### config.mk
export PLATFORM = sky130hd
export DESIGN_NAME = board_renderer_flat
export DESIGN_NICKNAME = d
export VERILOG_FILES = /design/src/rtl/board_renderer_if.sv /design/src/rtl/board_renderer.sv /design/src/flat_wrapper.sv
export SDC_FILE = /design/constraint.sdc
export NUM_CORES = 1
export LEC_CHECK = 0
export CAP_MARGIN = 20
export CORE_UTILIZATION = 50
export DETAILED_ROUTE_END_ITERATION = 8
export PLACE_DENSITY = 0.75
export SKIP_CTS_REPAIR_TIMING = 1
export SLEW_MARGIN = 25
export SYNTH_ARGS = -nofsm -noshare
export SYNTH_HDL_FRONTEND = slang
export SYNTH_SLANG_ARGS = --single-unit
### constraint.sdc
create_clock -name iCLK -period 3.9 [get_ports iCLK]
set_input_delay 1.17 -clock iCLK [delete_from_list [all_inputs] [get_ports iCLK]]
set_output_delay 1.17 -clock iCLK [all_outputs]
set_load 0.01 [all_outputs]
### src/rtl/board_renderer_if.sv
// Game-logic side port of the board renderer: cell writes with valid/ready
// handshake plus the line-clear start request and sequencer status.
interface board_renderer_if #(
  parameter int GRID_LOG2 = 3,
  parameter int COLOR_W   = 3
);
  localparam int GRID_N = 1 << GRID_LOG2;

  logic                 wr_valid;
  logic                 wr_ready;
  logic [GRID_LOG2-1:0] wr_x;
  logic [GRID_LOG2-1:0] wr_y;
  logic [COLOR_W-1:0]   wr_color;
  logic                 flash_start;
  logic [GRID_N-1:0]    flash_rows;
  logic [GRID_N-1:0]    flash_cols;
  logic                 busy;

  modport master (
    output wr_valid, wr_x, wr_y, wr_color, flash_start, flash_rows, flash_cols,
    input  wr_ready, busy
  );

  modport slave (
    input  wr_valid, wr_x, wr_y, wr_color, flash_start, flash_rows, flash_cols,
    output wr_ready, busy
  );
endinterface

### src/rtl/board_renderer.sv
// Live GRID_N x GRID_N board renderer: grid lines, dark surround, cell-colour
// store written by game logic, and a blink-then-erase line-clear sequencer.
module board_renderer #(
  parameter logic [11:0] ORG_X        = 12'd512,
  parameter logic [10:0] ORG_Y        = 11'd256,
  parameter int          CELL_LOG2    = 6,
  parameter int          GRID_LOG2    = 3,
  parameter int          COLOR_W      = 3,
  parameter int          FLASH_FRAMES = 32
) (
  input  logic            iCLK,
  input  logic            reset,
  input  logic [11:0]     HCNT,
  input  logic [10:0]     VCNT,
  input  logic            frame_start,
  board_renderer_if.slave bus,
  output logic [7:0]      R,
  output logic [7:0]      G,
  output logic [7:0]      B
);
  localparam int          GRID_N     = 1 << GRID_LOG2;
  localparam int          CELLS      = GRID_N * GRID_N;
  localparam logic [12:0] BOARD_W    = 13'(GRID_N << CELL_LOG2);
  localparam logic [11:0] BOARD_H    = 12'(GRID_N << CELL_LOG2);
  localparam logic [7:0]  FLASH_LAST = 8'(FLASH_FRAMES - 1);

  localparam logic [23:0] C_OUT   = {8'd38, 8'd38, 8'd38};
  localparam logic [23:0] C_LINE  = {8'd89, 8'd89, 8'd89};
  localparam logic [23:0] C_WHITE = {8'd255, 8'd255, 8'd255};

  typedef enum logic [1:0] {IDLE = 2'd0, FLASH = 2'd1, CLEAR = 2'd2} state_t;

  state_t               state_r;
  logic [7:0]           frame_cnt_r;
  logic [GRID_N-1:0]    rows_r;
  logic [GRID_N-1:0]    cols_r;
  logic [COLOR_W-1:0]   cell_r [CELLS];

  logic [11:0]          dx_s;
  logic [10:0]          dy_s;
  logic                 inside_s;
  logic                 line_s;
  logic                 s1_inside_r;
  logic                 s1_line_r;
  logic [GRID_LOG2-1:0] s1_row_r;
  logic [GRID_LOG2-1:0] s1_col_r;
  logic [COLOR_W-1:0]   s2_color_s;
  logic                 s2_white_s;
  logic [23:0]          rgb_s;
  logic                 wr_fire_s;
  logic                 start_s;

  function automatic logic [23:0] palette(input logic [COLOR_W-1:0] idx);
    logic [31:0] v;
    v = 32'(idx);
    case (v)
      32'd0:   palette = {8'd64,  8'd64,  8'd64};
      32'd1:   palette = {8'd230, 8'd60,  8'd60};
      32'd2:   palette = {8'd240, 8'd150, 8'd40};
      32'd3:   palette = {8'd240, 8'd220, 8'd60};
      32'd4:   palette = {8'd80,  8'd200, 8'd90};
      32'd5:   palette = {8'd60,  8'd200, 8'd220};
      32'd6:   palette = {8'd60,  8'd100, 8'd230};
      default: palette = {8'd170, 8'd80,  8'd220};
    endcase
  endfunction

  assign bus.wr_ready = (state_r == IDLE);
  assign bus.busy     = (state_r != IDLE);
  assign wr_fire_s    = bus.wr_valid && (state_r == IDLE);
  assign start_s      = (state_r == IDLE) && bus.flash_start &&
                        ((bus.flash_rows | bus.flash_cols) != {GRID_N{1'b0}});

  // Line-clear sequencer: latch masks, count blink frames, then erase for one cycle.
  always_ff @(posedge iCLK) begin
    if (reset) begin
      state_r     <= IDLE;
      frame_cnt_r <= 8'd0;
      rows_r      <= {GRID_N{1'b0}};
      cols_r      <= {GRID_N{1'b0}};
    end else begin
      case (state_r)
        IDLE: begin
          if (start_s) begin
            state_r     <= FLASH;
            frame_cnt_r <= 8'd0;
            rows_r      <= bus.flash_rows;
            cols_r      <= bus.flash_cols;
          end
        end
        FLASH: begin
          if (frame_start) begin
            if (frame_cnt_r == FLASH_LAST) state_r <= CLEAR;
            else                           frame_cnt_r <= frame_cnt_r + 8'd1;
          end
        end
        CLEAR:   state_r <= IDLE;
        default: state_r <= IDLE;
      endcase
    end
  end

  // Cell store: game writes only in IDLE, erase of marked cells only in CLEAR.
  always_ff @(posedge iCLK) begin
    if (reset) begin
      for (int i = 0; i < CELLS; i++) cell_r[i] <= {COLOR_W{1'b0}};
    end else if (wr_fire_s) begin
      cell_r[{bus.wr_y, bus.wr_x}] <= bus.wr_color;
    end else if (state_r == CLEAR) begin
      for (int r = 0; r < GRID_N; r++)
        for (int c = 0; c < GRID_N; c++)
          if (rows_r[GRID_LOG2'(r)] || cols_r[GRID_LOG2'(c)])
            cell_r[{GRID_LOG2'(r), GRID_LOG2'(c)}] <= {COLOR_W{1'b0}};
    end
  end

  assign dx_s     = HCNT - ORG_X;
  assign dy_s     = VCNT - ORG_Y;
  assign inside_s = (HCNT >= ORG_X) && ({1'b0, dx_s} < BOARD_W) &&
                    (VCNT >= ORG_Y) && ({1'b0, dy_s} < BOARD_H);
  assign line_s   = (dx_s[CELL_LOG2-1:0] == {CELL_LOG2{1'b0}}) ||
                    (dy_s[CELL_LOG2-1:0] == {CELL_LOG2{1'b0}});

  // Stage 1: pixel classification and cell coordinates.
  always_ff @(posedge iCLK) begin
    if (reset) begin
      s1_inside_r <= 1'b0;
      s1_line_r   <= 1'b0;
      s1_row_r    <= {GRID_LOG2{1'b0}};
      s1_col_r    <= {GRID_LOG2{1'b0}};
    end else begin
      s1_inside_r <= inside_s;
      s1_line_r   <= line_s;
      s1_row_r    <= dy_s[CELL_LOG2+GRID_LOG2-1:CELL_LOG2];
      s1_col_r    <= dx_s[CELL_LOG2+GRID_LOG2-1:CELL_LOG2];
    end
  end

  // Stage 2 reads the live store, so a write shows up one cycle after its edge.
  assign s2_color_s = cell_r[{s1_row_r, s1_col_r}];
  assign s2_white_s = (state_r == FLASH) && frame_cnt_r[3] &&
                      (rows_r[s1_row_r] || cols_r[s1_col_r]);

  always_comb begin
    rgb_s = C_OUT;
    if (!s1_inside_r)    rgb_s = C_OUT;
    else if (s1_line_r)  rgb_s = C_LINE;
    else if (s2_white_s) rgb_s = C_WHITE;
    else                 rgb_s = palette(s2_color_s);
  end

  always_ff @(posedge iCLK) begin
    if (reset) {R, G, B} <= 24'd0;
    else       {R, G, B} <= rgb_s;
  end
endmodule

### src/flat_wrapper.sv
// flat-port wrapper written by rule: the top's interface ports become plain ports
module board_renderer_flat 
#(
  parameter logic [11:0] ORG_X        = 12'd512,
  parameter logic [10:0] ORG_Y        = 11'd256,
  parameter int          CELL_LOG2    = 6,
  parameter int          GRID_LOG2    = 3,
  parameter int          COLOR_W      = 3,
  parameter int          FLASH_FRAMES = 32
)
  (iCLK, reset, HCNT, VCNT, frame_start, R, G, B, bus_wr_valid, bus_wr_x, bus_wr_y, bus_wr_color, bus_flash_start, bus_flash_rows, bus_flash_cols, bus_wr_ready, bus_busy);
  board_renderer_if #(.GRID_LOG2(GRID_LOG2), .COLOR_W(COLOR_W)) bus_i ();
  input  logic iCLK;
  input  logic reset;
  input  logic [11:0] HCNT;
  input  logic [10:0] VCNT;
  input  logic frame_start;
  output logic [7:0] R;
  output logic [7:0] G;
  output logic [7:0] B;
  input wire logic [$bits(bus_i.wr_valid)-1:0] bus_wr_valid;
  input wire logic [$bits(bus_i.wr_x)-1:0] bus_wr_x;
  input wire logic [$bits(bus_i.wr_y)-1:0] bus_wr_y;
  input wire logic [$bits(bus_i.wr_color)-1:0] bus_wr_color;
  input wire logic [$bits(bus_i.flash_start)-1:0] bus_flash_start;
  input wire logic [$bits(bus_i.flash_rows)-1:0] bus_flash_rows;
  input wire logic [$bits(bus_i.flash_cols)-1:0] bus_flash_cols;
  output wire logic [$bits(bus_i.wr_ready)-1:0] bus_wr_ready;
  output wire logic [$bits(bus_i.busy)-1:0] bus_busy;
  assign bus_i.wr_valid = bus_wr_valid;
  assign bus_i.wr_x = bus_wr_x;
  assign bus_i.wr_y = bus_wr_y;
  assign bus_i.wr_color = bus_wr_color;
  assign bus_i.flash_start = bus_flash_start;
  assign bus_i.flash_rows = bus_flash_rows;
  assign bus_i.flash_cols = bus_flash_cols;
  assign bus_wr_ready = bus_i.wr_ready;
  assign bus_busy = bus_i.busy;
  board_renderer #(.ORG_X(ORG_X), .ORG_Y(ORG_Y), .CELL_LOG2(CELL_LOG2), .GRID_LOG2(GRID_LOG2), .COLOR_W(COLOR_W), .FLASH_FRAMES(FLASH_FRAMES)) u_core (.iCLK(iCLK), .reset(reset), .HCNT(HCNT), .VCNT(VCNT), .frame_start(frame_start), .bus(bus_i), .R(R), .G(G), .B(B));
endmodule
After elaboration in Yosys (flattened, before gate mapping)
Memories as Yosys holds them, arrays and structs flattened. A register that Yosys moved wholly into a read port is not among the register bits.
Index checks and enable logic that the tools add are counted.
{"block": "classes", "n_addsub": 3, "order_cmp": 6, "eq_ne": 13, "mux": 177, "bitwise": 66, "reduce_logical": 39}
{"cell": "$mux 3", "count": 65}
{"cell": "$pmux 24 s7", "count": 1}
{"cell": "$mux 1", "count": 96}
{"cell": "$or 1x1->1", "count": 64}
{"cell": "$mux 24", "count": 1}
{"cell": "$mux 8", "count": 3}
{"cell": "$mux 23", "count": 1}
{"cell": "$mux 22", "count": 1}
{"cell": "$logic_or 1x1->1", "count": 18}
{"cell": "$pmux 8 s2", "count": 1}
{"cell": "$ge 12x10->1 const B", "count": 1}
{"cell": "$logic_not 6->1", "count": 2}
{"cell": "$lt 12x10->1 const B", "count": 1}
{"cell": "$mux 6", "count": 2}
{"cell": "$sub 12x10->12 const B", "count": 1}
{"cell": "$ge 11x9->1 const B", "count": 1}
{"cell": "$lt 11x10->1 const B", "count": 1}
{"cell": "$sub 11x9->11 const B", "count": 1}
{"cell": "$eq 3x3->1 const B", "count": 3}
{"cell": "$add 8x1->8 const B", "count": 1}
{"cell": "$eq 8x5->1 const B", "count": 1}
{"cell": "$logic_and 1x1->1", "count": 8}
{"cell": "$lt 3x4->1 const B", "count": 2}
{"cell": "$or 8x8->8", "count": 1}
{"cell": "19 further kinds", "count": 27}
{"block": "totals", "reg_bits": 58, "mem_bits_rw": 192, "in_bits": 53, "output_inout_bits": 26, "wordCells": 322, "n_memories": 1}
{"memory": "u_core.cell_r", "depth": 64, "width": 3, "rd": 1, "rd_ports_with_merged_regs": 1, "write_ports": 64, "line_no": "board_renderer.sv:37", "text": "logic [COLOR_W-1:0] cell_r [CELLS];"}

Longest topological paths before layout
{"block": "logic_depth", "ltp_word": 8, "ltp_mapped": 12, "ltp_nobuf": 8}

Worst setup path after synthesis
No wires, ideal clock.
{"block": "synth_path", "kind": "input to register", "from": "input bus_flash_cols[1]", "to": "register u_core.cols_r[5]", "setup_time_ns": 0.128, "arrival_time_ns": 2.764, "required_ns": 3.772, "slack_ns": 1.009, "stages": 7, "path_buffers": 2, "cell_sequence": "nor4_1 nand4_1 nand3_1 clkbuf_1 clkbuf_1 mux2i_1 nor2_1"}
{"block": "synth_via", "elab_chain_cells": 4}
{"element": "start: declaration", "line_no": "flat_wrapper.sv:27", "text": "input wire logic [$bits(bus_i.flash_cols)-1:0] bus_flash_cols;"}
{"element": "$or 8x8->8", "line_no": "board_renderer.sv:72", "text": "((bus.flash_rows | bus.flash_cols) != {GRID_N{1'b0}});"}
{"element": "$reduce_bool 8->1", "line_no": "board_renderer.sv:72"}
{"element": "$logic_and 1x1->1", "line_no": "board_renderer.sv:71", "text": "assign start_s = (state_r == IDLE) && bus.flash_start &&"}
{"element": "$reduce_and 2->1 (no line)"}
{"element": "end signal: assignment", "line_no": "board_renderer.sv:80", "text": "cols_r <= {GRID_N{1'b0}};"}
{"element": "end signal: assignment", "line_no": "board_renderer.sv:88", "text": "cols_r <= bus.flash_cols;"}
{"element": "end: declaration", "line_no": "board_renderer.sv:36", "text": "logic [GRID_N-1:0] cols_r;"}
No other way between the ends.
A chain may end at the register's enable or synchronous reset.

Worst setup path in the final report
{"block": "layout_path", "from": "register u_core.s1_col_r[2]", "to": "register u_core.R[3]"}
{"block": "layout_via", "elab_chain_cells": 6}
{"element": "start: declaration", "line_no": "board_renderer.sv:46", "text": "logic [GRID_LOG2-1:0] s1_col_r;"}
{"element": "start signal: assignment", "line_no": "board_renderer.sv:130", "text": "s1_col_r <= {GRID_LOG2{1'b0}};"}
{"element": "start signal: assignment", "line_no": "board_renderer.sv:135", "text": "s1_col_r <= dx_s[CELL_LOG2+GRID_LOG2-1:CELL_LOG2];"}
{"element": "$bmux 1 s3", "line_no": "board_renderer.sv:142", "text": "(rows_r[s1_row_r] || cols_r[s1_col_r]);"}
{"element": "$mux 1 (implied by the code)", "line_no": "board_renderer.sv:142"}
{"element": "$logic_or 1x1->1", "line_no": "board_renderer.sv:142"}
{"element": "$logic_and 1x1->1", "line_no": "board_renderer.sv:141", "text": "assign s2_white_s = (state_r == FLASH) && frame_cnt_r[3] &&"}
{"element": "$mux 24", "line_no": "board_renderer.sv:148", "text": "else if (s2_white_s) rgb_s = C_WHITE;"}
{"element": "$mux 23", "line_no": "board_renderer.sv:147", "text": "else if (s1_line_r) rgb_s = C_LINE;"}
{"element": "end signal: assignment", "line_no": "board_renderer.sv:154", "text": "else {R, G, B} <= rgb_s;"}
{"element": "end: declaration", "line_no": "board_renderer.sv:17", "text": "output logic [7:0] R,"}
No other way between the ends. The select of a mux whose other input is x is not followed.

==> impl_results.md <==
* Status: finished, violations left
* Failing checks: DRC
* Congestion Overflow GR at 0
* # fillers at 1713
* Top-area cell type share of the netlist area at 50.9%
* Layout cells sized above 1 at 15.1%
* Port Buf Inserts at 78
* CP endpoint: u_core.R[3]
* DIE AREA at roughly 23000 µm²
* Worst setup SP type: flip-flop
* Iteration-0 DRC Markers at 832
* Slew @ Worst Pin at 0.938 ns
* Synth warn at 0
* Slowest cell on crit path: dfxtp_2
* DP HPWL at 19.0 mm
* Vias/cell at 6.02
* Clk_lat worst skew at 0.53 ns
* Worst path max stage delay at 0.79 ns
* R2R Setup Slk at around 0.66 ns
* Cts bufs inserted at 26
* Nets at 1082
* Global-route wire length before repair at 43.8 mm
* Async set-reset flop share out of synthesis at 0%
* Drc violations at 14
* DRT Pass-1 Iters at 9
* P&R area growth vs syn at 17.5%
* Hold Vio Cnt, Final at 0
* Main synth FF type: edfxtp_1
* Critical path, cell by cell: mux4_2, mux4_2, mux2_2, a211oi_2, buf_4, nand3_2, nand2_1, a21oi_1
* Fin cells at between 1000 and 1500
* WL per Instance at 20.8 µm
* Clock transition at path regs at 0.06 ns
* Via count at between 7000 and 8000
* Fin area at 13300 µm²
* Worst-case reg-to-reg path depth at 8
* Routed Antenna Nets at 0
* Die height at 152 µm
* Mapped Area at around 11000 µm²
* Cell count after placement at roughly 1300
* Worst min path class: flip-flop to flip-flop
* H-tree depth at 1
* Pwr/cell area at 456 nW/µm²
* Netlist cell types at 53
* Clock root buffer: clkbuf_16
* CTS tree: built
* Crit. Startpoint: u_core.s1_col_r[2]
* Peak VDD IR at 241 µV
* Final Max Tran Viols at 0
* Gate Count Post-Synth at 956
* Arr. time, crit path at 3.61 ns
* Core area at around 22000 µm²
* Unrepaired setup endpoints after global routing: no
* Relative slew slack at between 30% and 40%
* Hold Slack at 0.489 ns
* WL final at approximately 28 mm
* Crit path top cell by count: mux4_2
* F_max at 0.309 GHz
* Largest net degree at the start of global routing at 65
* Initial core utilization at 51.4%
* Syn_nets at 1013
* Nature of the critical path endpoint: flip-flop
* Setup_tns at 0 ns
* Power, Total at approximately 6 mW
* Clk sinks at around 250
* Placed cell areas at 12400 µm²
* Max Cap Viol at 0
* Worst-path fanout max at 22
* Post-synth EDFFs at ~190
* Final Cycle Share at 83.1%
* Diode count at 0
* Leakage at 4.47 nW
* Worst path bufs/invs at 1
* Total GRT Usage at 24.4%
* Die Wd at roughly 150 µm
* Synth area leaders: edfxtp_1 (51%), mux4_2 (11%), dfxtp_1 (9.7%)
* Avg Inst Size Synth at 11.8 µm²
* Final setup fails at 0
* Period minus WS final at 3.24 ns
* Sequential area share after synthesis at 60.7%
* Terminus of the critical flop-to-flop path: u_core.R[3]
* Synth area leader: edfxtp_1
* WP data required at 4.27 ns
* Post-synthesis register bit count at about 250
* Rows at 54
* Levels on crit path at 8
* Clk buf depth at 3
* Clk_skew at 0.0161 ns
* Reg2reg start: u_core.s1_col_r[2]
* CP top delay family: multiplexers
* Routability Congestion at 0.890
* Top Ports at 79
* Number of global-route vias before repair at slightly below 8000
* Initial antenna violation count at 0
* Worst Setup Path Type: flip-flop to flip-flop
[Yosys cell counts (16+ instances only)]
library cell	number
o21bai_1	16
mux2i_1	20
clkbuf_1	47
nor2b_1	16
nand2_1	54
o21ai_0	48
nand3_1	17
dfxtp_1	55
a21oi_1	18
mux4_2	54
nor2_1	279
edfxtp_1	192
[registers in the layout, summed over array words and instances, names as in the netlist]
signal and count:
u_core.B 7, u_core.G 7, u_core.R 7, u_core.cell_r 192, u_core.cols_r 8, u_core.frame_cnt_r 8
u_core.rows_r 8, u_core.s1_col_r 3, u_core.s1_inside_r 1, u_core.s1_line_r 1, u_core.s1_row_r 3, u_core.state_r 2
[kinds of logic (layout without fill, tap and decap cells)]
group / count (synthesis) / in the layout / share of synthesized area (%)
AND/OR/NAND/NOR: 422 / 422 / 16.2
buffers and inverters: 84 / 173 / 3.20
adder cells (fa/ha/maj): 4 / 4 / 0.442
flip-flops: 247 / 247 / 60.7
multiplexers: 77 / 77 / 12.8
XOR/XNOR: 9 / 9 / 0.697
AO/OA/AOI/OAI: 113 / 113 / 6.03
[worst min-delay path by stage]
| stage | slack (ns) | from | depth (start not counted) | endpoint |
|---|---|---|---|---|
| floorplan | 0.45 | u_core.frame_cnt_r[1] | 2 | u_core.frame_cnt_r[1] |
| global placement | 0.46 | u_core.frame_cnt_r[1] | 2 | u_core.frame_cnt_r[1] |
| detailed placement | 0.48 | u_core.rows_r[6] | 2 | u_core.rows_r[6] |
| CTS | 0.50 | u_core.rows_r[6] | 2 | u_core.rows_r[6] |
| global route | 0.53 | u_core.rows_r[6] | 2 | u_core.rows_r[6] |
| finish | 0.49 | u_core.rows_r[6] | 2 | u_core.rows_r[6] |
[cell usage in the layout (no fill, tap or decap), types with 4 or more instances in the layout]
master and n:
clkbuf_4 5, mux2i_1 20, inv_1 7, nand3_1 17
clkbuf_16 27, nor3_1 5, ha_1 4, nor4_1 8
nor2_1 279, nand2b_1 10, o22ai_1 8, and2_1 4
nand2_1 54, mux4_2 54, nor3b_1 4, o21bai_1 16
clkdlybuf4s50_1 77, a31oi_1 7, clkinv_2 4, buf_4 37
xor2_1 7, a21oi_1 18, o21ai_0 48, nor2b_1 16
a22oi_1 4, or2_2 5, edfxtp_1 192, dfxtp_1 53
[area by class of cell]
| cell class | count | area [µm²] | area share [%] |
|---|---|---|---|
| inverter | 9 | 33.8 | 0.254 |
| tap | 280 | 350 | 2.63 |
| clock inverter | 12 | 139 | 1.04 |
| multi-input combinational | 625 | 4090 | 30.7 |
| sequential | 247 | 6870 | 51.6 |
| timing repair buffer | 116 | 1070 | 8.07 |
| clock buffer | 36 | 748 | 5.62 |
[metal layers]
| metal | share of wire [%] | track usage, % |
|---|---|---|
| met5 | 0 | 0 |
| met1 | 38 | 31.7 |
| met4 | 3.1 | 9.24 |
| met2 | 48 | 40.6 |
| met3 | 11 | 4.78 |
[report_power, final]
part | internal [mW] | switching (mW)
Combinational | 0.243 | 0.291
Sequential | 2.93 | 0.0641
Clock | 1.54 | 1.00
[metrics by stage]
step                util [%]  setup WS, ns
global placement        56.4         0.491
CTS                     60.4         0.678
detailed placement      56.4         0.457
floorplan                  -          1.01
finish                  60.4         0.659
global route            60.4         0.495
[worst register-to-register path, cell delays in order, from the launching register on]
cell and delay, ns:
dfxtp_2 0.79, mux4_2 0.63, mux4_2 0.50, mux2_2 0.31, a211oi_2 0.26, buf_4 0.22
nand3_2 0.14, nand2_1 0.13, a21oi_1 0.10
(Power assumes the default switching activity.)
